File: src/rtl/uart_rx_param.sv
// Purpose : parametrised UART receiver (5..9 data bits, none/odd/even parity, 1 or 2 stop bits)
//           with 2-FF input synchroniser, 3-sample majority vote and start-bit glitch rejection.
// Latency : word is presented 1 clock after the majority vote of the last stop bit.
// Backpressure: valid/ready output; a frame completing while valid=1 and ready=0 is dropped and
//           overrun pulses for one cycle (the held word is kept).
// Optional: define UART_RX_BREAK_DET_EN to add break_det (break frames are then not delivered).
// Ports   : sys_clk/sys_rst (sync, active-high), uart_rxd (async serial in, idle high),
//           uart_data/uart_valid/uart_ready (output handshake), parity_err/frame_err (sideband
//           of uart_data), overrun (pulse), break_det (only with UART_RX_BREAK_DET_EN).
module uart_rx_param #(
    parameter int CLK_FREQ  = 50000000,
    parameter int UART_BPS  = 115200,
    parameter int DATA_BITS = 8,
    parameter int PARITY    = 0,
    parameter int STOP_BITS = 1
) (
    input  logic                 sys_clk,
    input  logic                 sys_rst,
    input  logic                 uart_rxd,
    output logic [DATA_BITS-1:0] uart_data,
    output logic                 uart_valid,
    input  logic                 uart_ready,
    output logic                 parity_err,
    output logic                 frame_err,
    output logic                 overrun
`ifdef UART_RX_BREAK_DET_EN
    ,
    output logic                 break_det
`endif
);

    localparam int BPS_CNT = CLK_FREQ / UART_BPS;
    localparam int CNT_W   = $clog2(BPS_CNT);

    localparam logic [CNT_W-1:0] CNT_MAX = CNT_W'(BPS_CNT - 1);
    localparam logic [CNT_W-1:0] SMP_A   = CNT_W'(BPS_CNT / 2 - 1);
    localparam logic [CNT_W-1:0] SMP_B   = CNT_W'(BPS_CNT / 2);
    localparam logic [CNT_W-1:0] SMP_C   = CNT_W'(BPS_CNT / 2 + 1);
    localparam logic [3:0]       DATA_LAST = 4'(DATA_BITS - 1);
    localparam logic [3:0]       STOP_LAST = 4'(STOP_BITS - 1);

    localparam logic [2:0] ST_IDLE   = 3'd0;
    localparam logic [2:0] ST_START  = 3'd1;
    localparam logic [2:0] ST_DATA   = 3'd2;
    localparam logic [2:0] ST_PARITY = 3'd3;
    localparam logic [2:0] ST_STOP   = 3'd4;
`ifdef UART_RX_BREAK_DET_EN
    localparam logic [2:0] ST_BREAK  = 3'd5;
`endif

    logic                 rx_meta_q, rx_sync_q, rx_prev_q;
    logic [2:0]           state_q, state_d;
    logic [CNT_W-1:0]     cnt_q, cnt_d;
    logic [3:0]           bit_q, bit_d;
    logic [DATA_BITS-1:0] shift_q, shift_d;
    logic [1:0]           samp_q, samp_d;
    logic                 perr_q, perr_d;
    logic                 ferr_q, ferr_d;
    logic [DATA_BITS-1:0] data_q, data_d;
    logic                 valid_q, valid_d;
    logic                 operr_q, operr_d;
    logic                 oferr_q, oferr_d;
    logic                 ovr_q, ovr_d;
    logic                 fall, vote, at_vote, wrap, exp_par, commit;
`ifdef UART_RX_BREAK_DET_EN
    logic                 parbit_q, parbit_d;
    logic                 brk_q, brk_d;
    logic                 is_break;
`endif

    assign fall    = rx_prev_q & ~rx_sync_q;
    // Majority of the two stored samples and the live third sample.
    assign vote    = (samp_q[0] & samp_q[1]) | (samp_q[0] & rx_sync_q) | (samp_q[1] & rx_sync_q);
    assign at_vote = (cnt_q == SMP_C);
    assign wrap    = (cnt_q == CNT_MAX);
    assign exp_par = (PARITY == 1) ? ~(^shift_q) : ^shift_q;

`ifdef UART_RX_BREAK_DET_EN
    // Evaluated at the first stop bit vote: all-zero data, zero parity, zero stop.
    assign is_break = (bit_q == 4'd0) && !vote && (shift_q == '0) && ((PARITY == 0) || !parbit_q);
`endif

    always_comb begin
        state_d = state_q;
        cnt_d   = cnt_q;
        bit_d   = bit_q;
        shift_d = shift_q;
        samp_d  = samp_q;
        perr_d  = perr_q;
        ferr_d  = ferr_q;
        data_d  = data_q;
        valid_d = valid_q;
        operr_d = operr_q;
        oferr_d = oferr_q;
        ovr_d   = 1'b0;
        commit  = 1'b0;
`ifdef UART_RX_BREAK_DET_EN
        parbit_d = parbit_q;
        brk_d    = brk_q;
`endif

        if (cnt_q == SMP_A) samp_d[0] = rx_sync_q;
        if (cnt_q == SMP_B) samp_d[1] = rx_sync_q;
        if (state_q != ST_IDLE) cnt_d = wrap ? '0 : cnt_q + 1'b1;

        case (state_q)
            ST_IDLE: begin
                if (fall) begin
                    state_d = ST_START;
                    cnt_d   = '0;
                    bit_d   = '0;
                    perr_d  = 1'b0;
                    ferr_d  = 1'b0;
                end
            end
            ST_START: begin
                if (at_vote && vote) begin
                    state_d = ST_IDLE;   // glitch, not a real start bit
                end else if (wrap) begin
                    state_d = ST_DATA;
                    bit_d   = '0;
                end
            end
            ST_DATA: begin
                // Shift in from the top: after DATA_BITS shifts the first bit sits at the LSB.
                if (at_vote) shift_d = {vote, shift_q[DATA_BITS-1:1]};
                if (wrap) begin
                    bit_d = bit_q + 4'd1;
                    if (bit_q == DATA_LAST) begin
                        bit_d   = '0;
                        state_d = (PARITY != 0) ? ST_PARITY : ST_STOP;
                    end
                end
            end
            ST_PARITY: begin
                if (at_vote) begin
                    perr_d = (vote != exp_par);
`ifdef UART_RX_BREAK_DET_EN
                    parbit_d = vote;
`endif
                end
                if (wrap) begin
                    state_d = ST_STOP;
                    bit_d   = '0;
                end
            end
            ST_STOP: begin
                if (at_vote) begin
                    if (!vote) ferr_d = 1'b1;
`ifdef UART_RX_BREAK_DET_EN
                    if (is_break) begin
                        state_d = ST_BREAK;
                        cnt_d   = '0;
                        brk_d   = 1'b1;
                    end else
`endif
                    if (bit_q == STOP_LAST) begin
                        // Leave mid-bit so a start edge right after the stop bit is caught.
                        commit  = 1'b1;
                        state_d = ST_IDLE;
                        cnt_d   = '0;
                    end
                end else if (wrap) begin
                    bit_d = bit_q + 4'd1;
                end
            end
`ifdef UART_RX_BREAK_DET_EN
            ST_BREAK: begin
                // cnt counts consecutive high cycles; one full bit period of idle re-arms.
                if (!rx_sync_q) begin
                    cnt_d = '0;
                end else if (wrap) begin
                    state_d = ST_IDLE;
                    cnt_d   = '0;
                    brk_d   = 1'b0;
                end
            end
`endif
            default: state_d = ST_IDLE;
        endcase

        if (commit) begin
            if (!valid_q || uart_ready) begin
                data_d  = shift_q;
                operr_d = perr_q;
                oferr_d = ferr_q | ~vote;
                valid_d = 1'b1;
            end else begin
                ovr_d = 1'b1;
            end
        end else if (valid_q && uart_ready) begin
            valid_d = 1'b0;
        end
    end

    always_ff @(posedge sys_clk) begin
        if (sys_rst) begin
            rx_meta_q <= 1'b1;
            rx_sync_q <= 1'b1;
            rx_prev_q <= 1'b1;
            state_q   <= ST_IDLE;
            cnt_q     <= '0;
            bit_q     <= '0;
            shift_q   <= '0;
            samp_q    <= '0;
            perr_q    <= 1'b0;
            ferr_q    <= 1'b0;
            data_q    <= '0;
            valid_q   <= 1'b0;
            operr_q   <= 1'b0;
            oferr_q   <= 1'b0;
            ovr_q     <= 1'b0;
`ifdef UART_RX_BREAK_DET_EN
            parbit_q  <= 1'b0;
            brk_q     <= 1'b0;
`endif
        end else begin
            rx_meta_q <= uart_rxd;
            rx_sync_q <= rx_meta_q;
            rx_prev_q <= rx_sync_q;
            state_q   <= state_d;
            cnt_q     <= cnt_d;
            bit_q     <= bit_d;
            shift_q   <= shift_d;
            samp_q    <= samp_d;
            perr_q    <= perr_d;
            ferr_q    <= ferr_d;
            data_q    <= data_d;
            valid_q   <= valid_d;
            operr_q   <= operr_d;
            oferr_q   <= oferr_d;
            ovr_q     <= ovr_d;
`ifdef UART_RX_BREAK_DET_EN
            parbit_q  <= parbit_d;
            brk_q     <= brk_d;
`endif
        end
    end

    assign uart_data  = data_q;
    assign uart_valid = valid_q;
    assign parity_err = operr_q;
    assign frame_err  = oferr_q;
    assign overrun    = ovr_q;
`ifdef UART_RX_BREAK_DET_EN
    assign break_det  = brk_q;
`endif

endmodule

File: config.mk
export PLATFORM = sky130hd
export DESIGN_NAME = uart_rx_param
export DESIGN_NICKNAME = d
export VERILOG_FILES = /design/src/rtl/uart_rx_param.sv
export SDC_FILE = /design/constraint.sdc
export NUM_CORES = 1
export LEC_CHECK = 0
export ABC_AREA = 1
export BUFFER_PORTS_ARGS = -buffer_cell sky130_fd_sc_hd__buf_2
export CAP_MARGIN = 20
export CORE_MARGIN = 3
export CORE_UTILIZATION = 25
export DETAILED_ROUTE_END_ITERATION = 10
export GPL_TIMING_DRIVEN = 0
export SYNTH_ARGS = -nofsm -noshare
export SYNTH_HDL_FRONTEND = slang
export SYNTH_SLANG_ARGS = --single-unit
export TNS_END_PERCENT = 100
File: constraint.sdc
create_clock -name sys_clk -period 2.05 [get_ports sys_clk]
set_input_delay 0.1025 -clock sys_clk [delete_from_list [all_inputs] [get_ports sys_clk]]
set_output_delay 0.1025 -clock sys_clk [all_outputs]
set_load 0.02 [all_outputs]
==> flow_metrics.tcl, run 1 <==
set metrics [dict create \
    outcome "complete, no violations" \
    final_cell_area_um2 2560 \
    grt_max_degree 15 \
    die_w_um 100 \
    p_per_area_nw_per_um2 837 \
    hold_viol 0 \
    hold_path_end "rx_sync_q$_SDFF_PP1_" \
    tightest_slew_ns 0.494 \
    synth_compound_gate_area_share 0.135 \
    finClkSkew_ns 0.00927 \
    synth_edf_count 0 \
    cp-start-kind "flip-flop" \
    syn_area_per_cell_um2 6.84 \
    min_from "sys_rst" \
    cts_tree "built" \
    yosysMostFrequentCell "nand2_1" \
    drc 0 \
    ys.flop_type "dfxtp_1" \
    yosysWarnings 0 \
    yosysTopAreaCellShare 0.386 \
    maxSlewViolCount 0 \
    cts_root_buffer "clkbuf_8" \
    synth_seq_area_share 0.386 \
    finalSetupViolCount 0 \
    synth_nets 336 \
    power_frac_comb 0.264 \
    worstReg2RegStart "bit_q[0]$_SDFFE_PP0P_" \
    worst_slack_ns 0.286 \
    tns_ns 0 \
    diodes 0 \
    fin_util 0.304 \
    synth_xor_area_frac 0.0236 \
    hold_buffers 1 \
    path_class "reg -> reg" \
    switchingPower_w 0.000735 \
    io_buffers 15 \
    clkPwrFrac 0.307 \
    power.share.switching 0.343 \
    hold_depth 2 \
    synthAdderAreaFrac 0.0337 \
    vias 2022 \
    r2r_slack_ns 0.29 \
    hp-class "in -> reg" \
    drive_gt1_frac 0.149 \
    die-area_um2 10100 \
    ant_nets 0 \
    nets 359 \
    vdd_ir_drop_max_uv 287 \
    period_share 0.860 \
    drt_iter0_drc 105 \
    grt_usage 0.101 \
    wl_per_cell_um 10.6 \
    placed_cells 446 \
    pwr-share-seq 0.428 \
    io_pins 16 \
    grt_pass1_vias 1875 \
    rr_worst_depth 11 \
    initial_core_util 0.265 \
    row_count 33 \
    area_growth_pct 14.8 \
    synth.top_cells.by_count "nand2_1, dfxtp_1, inv_1, nor2_1, a21oi_1" \
    syn-cell-area_um2 2230 \
    ys_async_sr_fraction 0 \
    yosys.cell_types.count 29 \
    place_worst_setup_slack_ns 0.309 \
    timing.fmax_ghz 0.567 \
    cts_made_buffers 5 \
    gp_congestion 0.829 \
    slowest_delay_ns 0.35 \
    dr.pass1.iters 4 \
    cpLargestDelayFamily "simple AND/OR/NAND/NOR gates" \
    cp.arrival_ns 1.95 \
    clock_latency_ns 0.29 \
    post_cts_resized 0 \
    total_leakage_power_nw 1.12 \
    clk_path_buf_depth 2 \
    yosys.area.top_type "dfxtp_1" \
    synth-simple-area-share 0.324 \
    grt_pass1_wl_um 8290 \
    clk_pin_slew_ns 0.09 \
    min_period_ns 1.76 \
    worst-path-buf-inv 1 \
    synth_cells 326 \
    synth_top_family_by_area "simple AND/OR/NAND/NOR gates" \
    yosys-mux-area-fraction 0 \
    cts_sinks 43 \
    end_kind "flip-flop" \
    ys_ff_latch 43 \
    cap_violations 0 \
    crit_chain "inv_1, ha_1, nand2_1, nor2_1, nand3_1, nand2_1, nand2_1, nand2_1, nand2_1, nand2_2, nor2_1" \
    via_per_inst 4.44 \
    core_area_um2 8420 \
    required_ns 2.24 \
    internal_power_w 0.00141 \
    wirelength_um 4810 \
    final-instance-count-excl-fill 455 \
    yosys-top-cells-area "dfxtp_1, nand2_1, a21oi_1" \
    rsz0062_at_grt "no" \
    antenna_found_initial 0 \
    placed_area_um2 2440 \
    worstReg2RegEnd "cnt_q[5]$_SDFF_PP0_" \
    critPathMaxFanout 6 \
    crit_path_top_delay_cell "dfxtp_1" \
    htree_levels 2 \
    hpwlAfterDp_um 3640 \
    post_cts_buffers 0 \
    grt-ovfl-total 0 \
    slew_headroom 0.671 \
    crit_top_cell "nand2_1" \
    chipHeight_um 100 \
]
-- sequential cells by signal, indices dropped and copies added (netlist names) --
name,cells
cnt_q,9
shift_q,8
uart_data,8
bit_q,4
state_q,3
samp_q,2
ferr_q,1
frame_err,1
overrun,1
parity_err,1
perr_q,1
rx_meta_q,1
rx_prev_q,1
rx_sync_q,1
uart_valid,1
-- power groups by stage --
stage,Sequential [W],Clock [W],Combinational [W]
4_1_cts,0.000918,0.000688,0.000569
2_1_floorplan,0.000927,0,0.000442
6_report,0.000918,0.000658,0.000566
5_1_grt,0.000924,0.000724,0.000651
3_3_place_gp,0.000933,0,0.000550
3_5_place_dp,0.000937,0,0.000564
-- how the worst max path moves through the flow --
stage,from,end,slack (ns),cells after the start
4_1_cts,bit_q[0]$_SDFFE_PP0P_,cnt_q[5]$_SDFF_PP0_,0.28,11
6_report,bit_q[0]$_SDFFE_PP0P_,cnt_q[5]$_SDFF_PP0_,0.29,11
2_1_floorplan,cnt_q[0]$_SDFF_PP0_,parity_err$_SDFFE_PP0P_,0.60,11
3_3_place_gp,bit_q[0]$_SDFFE_PP0P_,cnt_q[5]$_SDFF_PP0_,0.31,11
5_1_grt,bit_q[0]$_SDFFE_PP0P_,cnt_q[5]$_SDFF_PP0_,0.09,11
3_5_place_dp,bit_q[0]$_SDFFE_PP0P_,cnt_q[5]$_SDFF_PP0_,0.31,11
-- layer usage --
| layer | vias up | global-route usage | wire length (um) |
|---|---|---|---|
| met3 | 9 | 0.0229 | 167 |
| met2 | 39 | 0.174 | 2290 |
| met5 | - | 0 | 0 |
| li1 | 1074 | - | - |
| met1 | 900 | 0.125 | 2290 |
| met4 | 0 | 0.0311 | 60 |
-- cells by family (layout without fill, tap and decap cells) --
group / after synthesis / count (layout)
compound gates: 59 / 59
xor+xnor: 6 / 6
fa+ha+maj: 6 / 6
buf+inv: 52 / 76
flops: 43 / 43
simple gates: 160 / 160
-- through the flow --
step | power [W] | hold WS [ns]
after detailed placement | 0.00150 | 0.304
after global placement | 0.00148 | 0.303
after CTS | 0.00217 | 0.0549
after global routing | 0.00230 | 0.0701
after floorplan | 0.00137 | 0.206
final | 0.00214 | 0.0569
-- cell type report --
type                    count  area, um2
clock inverters             3       43.8
clock buffers               5       68.8
inverters                  47        183
plain buffers               5       33.8
repair buffers             16       85.1
multi-input cells         231       1150
fillers                   944       5860
flip-flops and latches     43        861
well taps                 105        131
-- cell usage in the layout (no fill, tap or decap), types with 2 or more instances in the layout --
master / instances
inv_1: 40
nor2_4: 3
nand2_1: 83
inv_2: 5
xor2_1: 5
o21ai_0: 22
clkinv_2: 2
nor2_2: 4
nand4_1: 5
dfxtp_1: 43
nor3_1: 5
or2_2: 2
nor2_1: 34
ha_1: 6
clkinv_4: 2
buf_2: 15
clkbuf_8: 5
a21oi_1: 31
nand3_1: 14
nand2_2: 6
buf_4: 2
o21ai_1: 4
clkbuf_1: 2
-- worst reg2reg max path, stage by stage (launching register included) --
cell and delay [ns]:
dfxtp_1 0.35, inv_1 0.09, ha_1 0.16, nand2_1 0.06
nor2_1 0.30, nand3_1 0.13, nand2_1 0.12, nand2_1 0.09
nand2_1 0.10, nand2_1 0.07, nand2_2 0.13, nor2_1 0.06
Note: power is estimated with default switching activity, not from simulation.
==> inputs of run 2 (changes only) <==
--- a/config.mk
+++ b/config.mk
@@ -6,10 +6,10 @@
 export NUM_CORES = 1
 export LEC_CHECK = 0
 export ABC_AREA = 1
-export BUFFER_PORTS_ARGS = -buffer_cell sky130_fd_sc_hd__buf_2
+export BUFFER_PORTS_ARGS = -buffer_cell sky130_fd_sc_hd__clkbuf_2
 export CAP_MARGIN = 20
 export CORE_MARGIN = 3
-export CORE_UTILIZATION = 25
+export CORE_UTILIZATION = 30
 export DETAILED_ROUTE_END_ITERATION = 10
 export GPL_TIMING_DRIVEN = 0
 export SYNTH_ARGS = -nofsm -noshare
==> run 2 against run 1 <==
Compared with the run above:
- final area decreased by 1.4%
- via count decreased by 3.0%
- hold slack got worse by 0.0040 ns
- sequential share of layout area increased by 0.48 points
- count of clock-buffer cells in the layout increased by 1
- largest cell class unchanged
- global-route usage increased by 1.7 points
- highest routed layer unchanged
- critical endpoint unchanged
- largest power group unchanged
- utilization increased by 5.8 points
==> flow_metrics.tcl, run 2 (synthesis gave the netlist of run 1 again) <==
set metrics [dict create \
    outcome "complete, no violations" \
    io_pins 16 \
    die_w_um 92.2 \
    chipHeight_um 92.2 \
    core_area_um2 6980 \
    diodes 0 \
    antenna_found_initial 0 \
    vias 1961 \
    cts_made_buffers 5 \
    grt-ovfl-total 0 \
    hpwlAfterDp_um 3480 \
    crit_top_cell "nand2_1" \
    power_w 0.00203 \
    die-area_um2 8500 \
    nFillCells 754 \
    finClkSkew_ns 0.00874 \
    cpLargestDelayFamily "simple AND/OR/NAND/NOR gates" \
    grt_pass1_vias 1862 \
    required_ns 2.24 \
    post_cts_resized 0 \
    row_count 30 \
    grt_max_degree 13 \
    critPathMaxFanout 6 \
    finalSetupViolCount 0 \
    p_per_area_nw_per_um2 806 \
    tns_ns 0 \
    via_per_inst 4.41 \
    crit_path_top_delay_cell "dfxtp_1" \
    io_buffers 15 \
    cp.arrival_ns 1.92 \
    crit_chain "inv_1, ha_1, nand2_1, nor2_1, nand3_1, nand2_1, nand2_1, nand2_1, nand2_1, nand2_2, nor2_1" \
    grt_pass1_wl_um 8230 \
    final_cell_mix "nand2_1, dfxtp_1, inv_1" \
    dr.pass1.iters 4 \
    period_share 0.843 \
    grt_usage 0.118 \
    path_class "reg -> reg" \
    drt_iter0_drc 59 \
    cts_root_buffer "clkbuf_8" \
    wirelength_um 4660 \
    slowest_delay_ns 0.34 \
    timing.fmax_ghz 0.579 \
    wl_per_cell_um 10.5 \
    worst-path-buf-inv 1 \
    cts_tree "built" \
    fin_util 0.361 \
    end_kind "flip-flop" \
    drive_gt1_frac 0.146 \
    area_growth_pct 13.1 \
    htree_levels 2 \
    maxSlewViolCount 0 \
    largest-register "cnt_q" \
    cp-start-kind "flip-flop" \
    cts_sinks 43 \
    slew_headroom 0.662 \
    clk_path_buf_depth 2 \
    gp_congestion 0.803 \
    mostFrequentLayoutCell "nand2_1" \
    clk_pin_slew_ns 0.08 \
    largest_reg_flops 9 \
    initial_core_util 0.319 \
    hp-class "in -> reg" \
    hold_viol 0 \
    vdd_ir_drop_max_uv 283 \
    cap_violations 0 \
    drc 0 \
    clock_latency_ns 0.30 \
    min_period_ns 1.73 \
    total_leakage_power_nw 1.10 \
    ant_nets 0 \
    nets 359 \
    tightest_slew_ns 0.506 \
    rsz0062_at_grt "no" \
]
==> run 2: changes by cell type in the layout (fill, tap and decap cells not counted) <==
| cell | before | now |
|---|---|---|
| clkbuf_8 | 5 | 6 |
| clkinv_4 | 2 | 1 |
| buf_2 | 15 | 0 |
| bufinv_16 | 1 | 0 |
| clkbuf_2 | 0 | 15 |
==> run 2: power by group <==
group	total (W)	switching [W]	leakage, nW	internal (W)
registers	0.000915	0.0000387	0.348	0.000877
logic	0.000558	0.000391	0.706	0.000167
clock network	0.000560	0.000296	0.0470	0.000265
==> run 2: through the flow <==
| step | cells | area [um2] | setup slack [ns] | hold slack [ns] |
|---|---|---|---|---|
| detailed placement | 437 | 2420 | 0.290 | 0.301 |
| global route | 445 | 2520 | 0.114 | 0.0735 |
| global placement | 437 | 2420 | 0.346 | 0.303 |
| floorplan | 326 | 2230 | 0.603 | 0.206 |
| CTS | 445 | 2520 | 0.279 | 0.0651 |
| finish | 445 | 2520 | 0.322 | 0.0529 |
==> run 2: layer usage <==
layer / GRT usage / wire (um) / up-vias
met1: 0.150 / 2310 / 860
met5: 0 / 0 / -
met3: 0.0295 / 125 / 6
met4: 0.0322 / 55 / 0
li1: - / - / 1076
met2: 0.197 / 2170 / 19
==> run 2: worst register-to-register path, cell delays in order, from the launching register on <==
cell and delay (ns):
dfxtp_1 0.34, inv_1 0.08, ha_1 0.15, nand2_1 0.05, nor2_1 0.29, nand3_1 0.13, nand2_1 0.12, nand2_1 0.10
nand2_1 0.10, nand2_1 0.07, nand2_2 0.13, nor2_1 0.07
==> run 2: path summary, 6_finish.rpt <==
check	end	slack, ns	from	cells past startpoint
hold reg to reg	rx_sync_q$_SDFF_PP1_	0.42	rx_meta_q$_SDFF_PP1_	1
setup reg to reg	cnt_q[5]$_SDFF_PP0_	0.32	bit_q[0]$_SDFFE_PP0P_	11
hold / removal	rx_sync_q$_SDFF_PP1_	0.05	sys_rst	2
setup / recovery	cnt_q[5]$_SDFF_PP0_	0.32	bit_q[0]$_SDFFE_PP0P_	11
==> run 2: area by class of cell <==
type,instances,area [um2],area share
multi-input combinational,231,1150,0.457
buffer,5,33.8,0.0134
sequential,43,861,0.341
tap,96,120,0.0476
inverter,47,183,0.0724
timing repair buffer,16,85.1,0.0337
clock buffer,6,82.6,0.0327
clock inverter,1,5.00,0.00198
==> run 2: what timing repair did <==
action / CTS / global route
hold buffers: 1 / 0
setup buffers: 0 / 0
endpoints found under the hold margin: 1 / 0
==> inputs of run 3 (changes only) <==
==> constraint.sdc (replaced) <==
create_clock -name sys_clk -period 1.75 [get_ports sys_clk]
set_input_delay 0.0875 -clock sys_clk [delete_from_list [all_inputs] [get_ports sys_clk]]
set_output_delay 0.0875 -clock sys_clk [all_outputs]
set_load 0.02 [all_outputs]
==> run 3 against run 2 <==
Compared with the run above:
- first-iteration DRC count is 29% higher
- maximum frequency increased by 8.5%
- global-route usage unchanged
- sequential power increased by 18%
- sequential share of layout area is 0.24 points lower
- critical path type unchanged
==> flow_metrics.tcl, run 3 (synthesis gave the netlist of run 1 again) <==
set metrics [dict create \
    outcome "complete, no violations" \
    critPathMaxFanout 10 \
    area_growth_pct 14.4 \
    die_w_um 92.2 \
    whs_ns 0.0369 \
    htree_levels 2 \
    largest-register "cnt_q" \
    total_leakage_power_nw 1.12 \
    cts_sinks 43 \
    wl_per_cell_um 10.4 \
    nFillCells 752 \
    clk_pin_slew_ns 0.08 \
    finalSetupViolCount 0 \
    hp-class "in -> reg" \
    power_frac_comb 0.277 \
    tightest_slew_ns 0.490 \
    grt_usage 0.118 \
    ant_nets 0 \
    mostFrequentLayoutCell "nand2_1" \
    hpwlAfterDp_um 3480 \
    clock_latency_ns 0.30 \
    cp.arrival_ns 1.80 \
    multi_input_comb_area_um2 1170 \
    grt_pass1_vias 1862 \
    min_period_ns 1.59 \
    placed_area_um2 2420 \
    period_share 0.910 \
    final_cell_mix "nand2_1, dfxtp_1, inv_1" \
    cap_violations 0 \
    drive_gt1_frac 0.163 \
    gp_congestion 0.803 \
    required_ns 1.95 \
    grt_pass1_wl_um 8230 \
    pwr-share-seq 0.448 \
    maxSlewViolCount 0 \
    io_buffers 15 \
    grt_max_degree 13 \
    hold_viol 0 \
    drc 0 \
    largest_reg_flops 9 \
    core_area_um2 6980 \
    grt-ovfl-total 0 \
    cts_root_buffer "clkbuf_8" \
    chipHeight_um 92.2 \
    cts_made_buffers 5 \
    initial_core_util 0.319 \
    internal_power_w 0.00154 \
    path_class "reg -> reg" \
    die-area_um2 8500 \
    p_per_area_nw_per_um2 941 \
    diodes 0 \
    power.share.switching 0.359 \
    vias 1972 \
    switchingPower_w 0.000861 \
    row_count 30 \
    rsz0062_at_grt "no" \
    clkPwrFrac 0.274 \
    cp-start-kind "flip-flop" \
    dr.pass1.iters 4 \
    end_kind "flip-flop" \
    io_pins 16 \
    vdd_ir_drop_max_uv 334 \
    slew_headroom 0.674 \
    final_cell_area_um2 2550 \
    clk_path_buf_depth 2 \
    cts_tree "built" \
    power_w 0.00240 \
    antenna_found_initial 0 \
    via_per_inst 4.42 \
    seqCellArea_um2 865 \
    finClkSkew_ns 0.00790 \
    nets 360 \
    timing.fmax_ghz 0.628 \
    wirelength_um 4660 \
    drt_iter0_drc 76 \
]
==> run 3: changes by cell type in the layout (fill, tap and decap cells not counted), sizes merged <==
cell	before	now
buf	3	4
==> run 3: cell type report <==
| class | count | share of cell area |
|---|---|---|
| multi-input combinational | 231 | 0.459 |
| sequential | 43 | 0.339 |
| inverter | 47 | 0.0716 |
| tap | 96 | 0.0471 |
| timing repair buffer | 17 | 0.0363 |
| clock buffer | 6 | 0.0324 |
| buffer | 5 | 0.0132 |
| clock inverter | 1 | 0.00196 |
==> run 3: power groups by stage <==
stage	registers (W)	logic (W)	clock network, W
after floorplan	0.00109	0.000518	0
after CTS	0.00107	0.000660	0.000673
final	0.00108	0.000666	0.000659
after global routing	0.00108	0.000784	0.000713
after global placement	0.00109	0.000640	0
after detailed placement	0.00109	0.000653	0
==> run 3: worst max-delay path: stages, from the launching register on <==
cell	delay, ns
dfxtp_2	0.36
inv_1	0.09
ha_1	0.20
nand2_1	0.10
nor2_4	0.05
nand2_2	0.08
clkinv_2	0.11
nand4_4	0.10
clkinv_4	0.10
buf_6	0.15
o21ai_2	0.12
nor2_2	0.04
==> run 3: repair_timing <==
action	4_1_cts	5_1_grt
hold endpoints to repair	1	0
buffers inserted	0	1
hold buffers	1	0
resized for setup	1	7
setup endpoints to repair	6	10
==> run 3: path summary, 6_finish.rpt <==
kind | depth (start not counted) | slack (ns) | start | endpoint
setup reg to reg | 11 | 0.16 | cnt_q[0]$_SDFF_PP0_ | parity_err$_SDFFE_PP0P_
hold / removal | 2 | 0.04 | sys_rst | rx_sync_q$_SDFF_PP1_
hold reg to reg | 1 | 0.42 | rx_meta_q$_SDFF_PP1_ | rx_sync_q$_SDFF_PP1_
setup / recovery | 11 | 0.16 | cnt_q[0]$_SDFF_PP0_ | parity_err$_SDFFE_PP0P_
==> run 3: metrics by stage <==
step	util	instances	setup WS [ns]	TNS, ns
after floorplan	-	326	0.303	0
after global placement	0.347	437	0.0458	0
after detailed placement	0.347	437	-0.0101	-0.0242
after CTS	0.362	445	0.0895	0
after global routing	0.365	446	0.0122	0
final	0.365	446	0.158	0
==> run 3: metal layers <==
metal	part of all wire	vias up	wire, um	GRT usage
met5	0	-	0	0
met1	0.49	867	2300	0.150
li1	-	1080	-	-
met2	0.47	19	2170	0.197
met4	0.012	0	57	0.0322
met3	0.026	6	123	0.0295
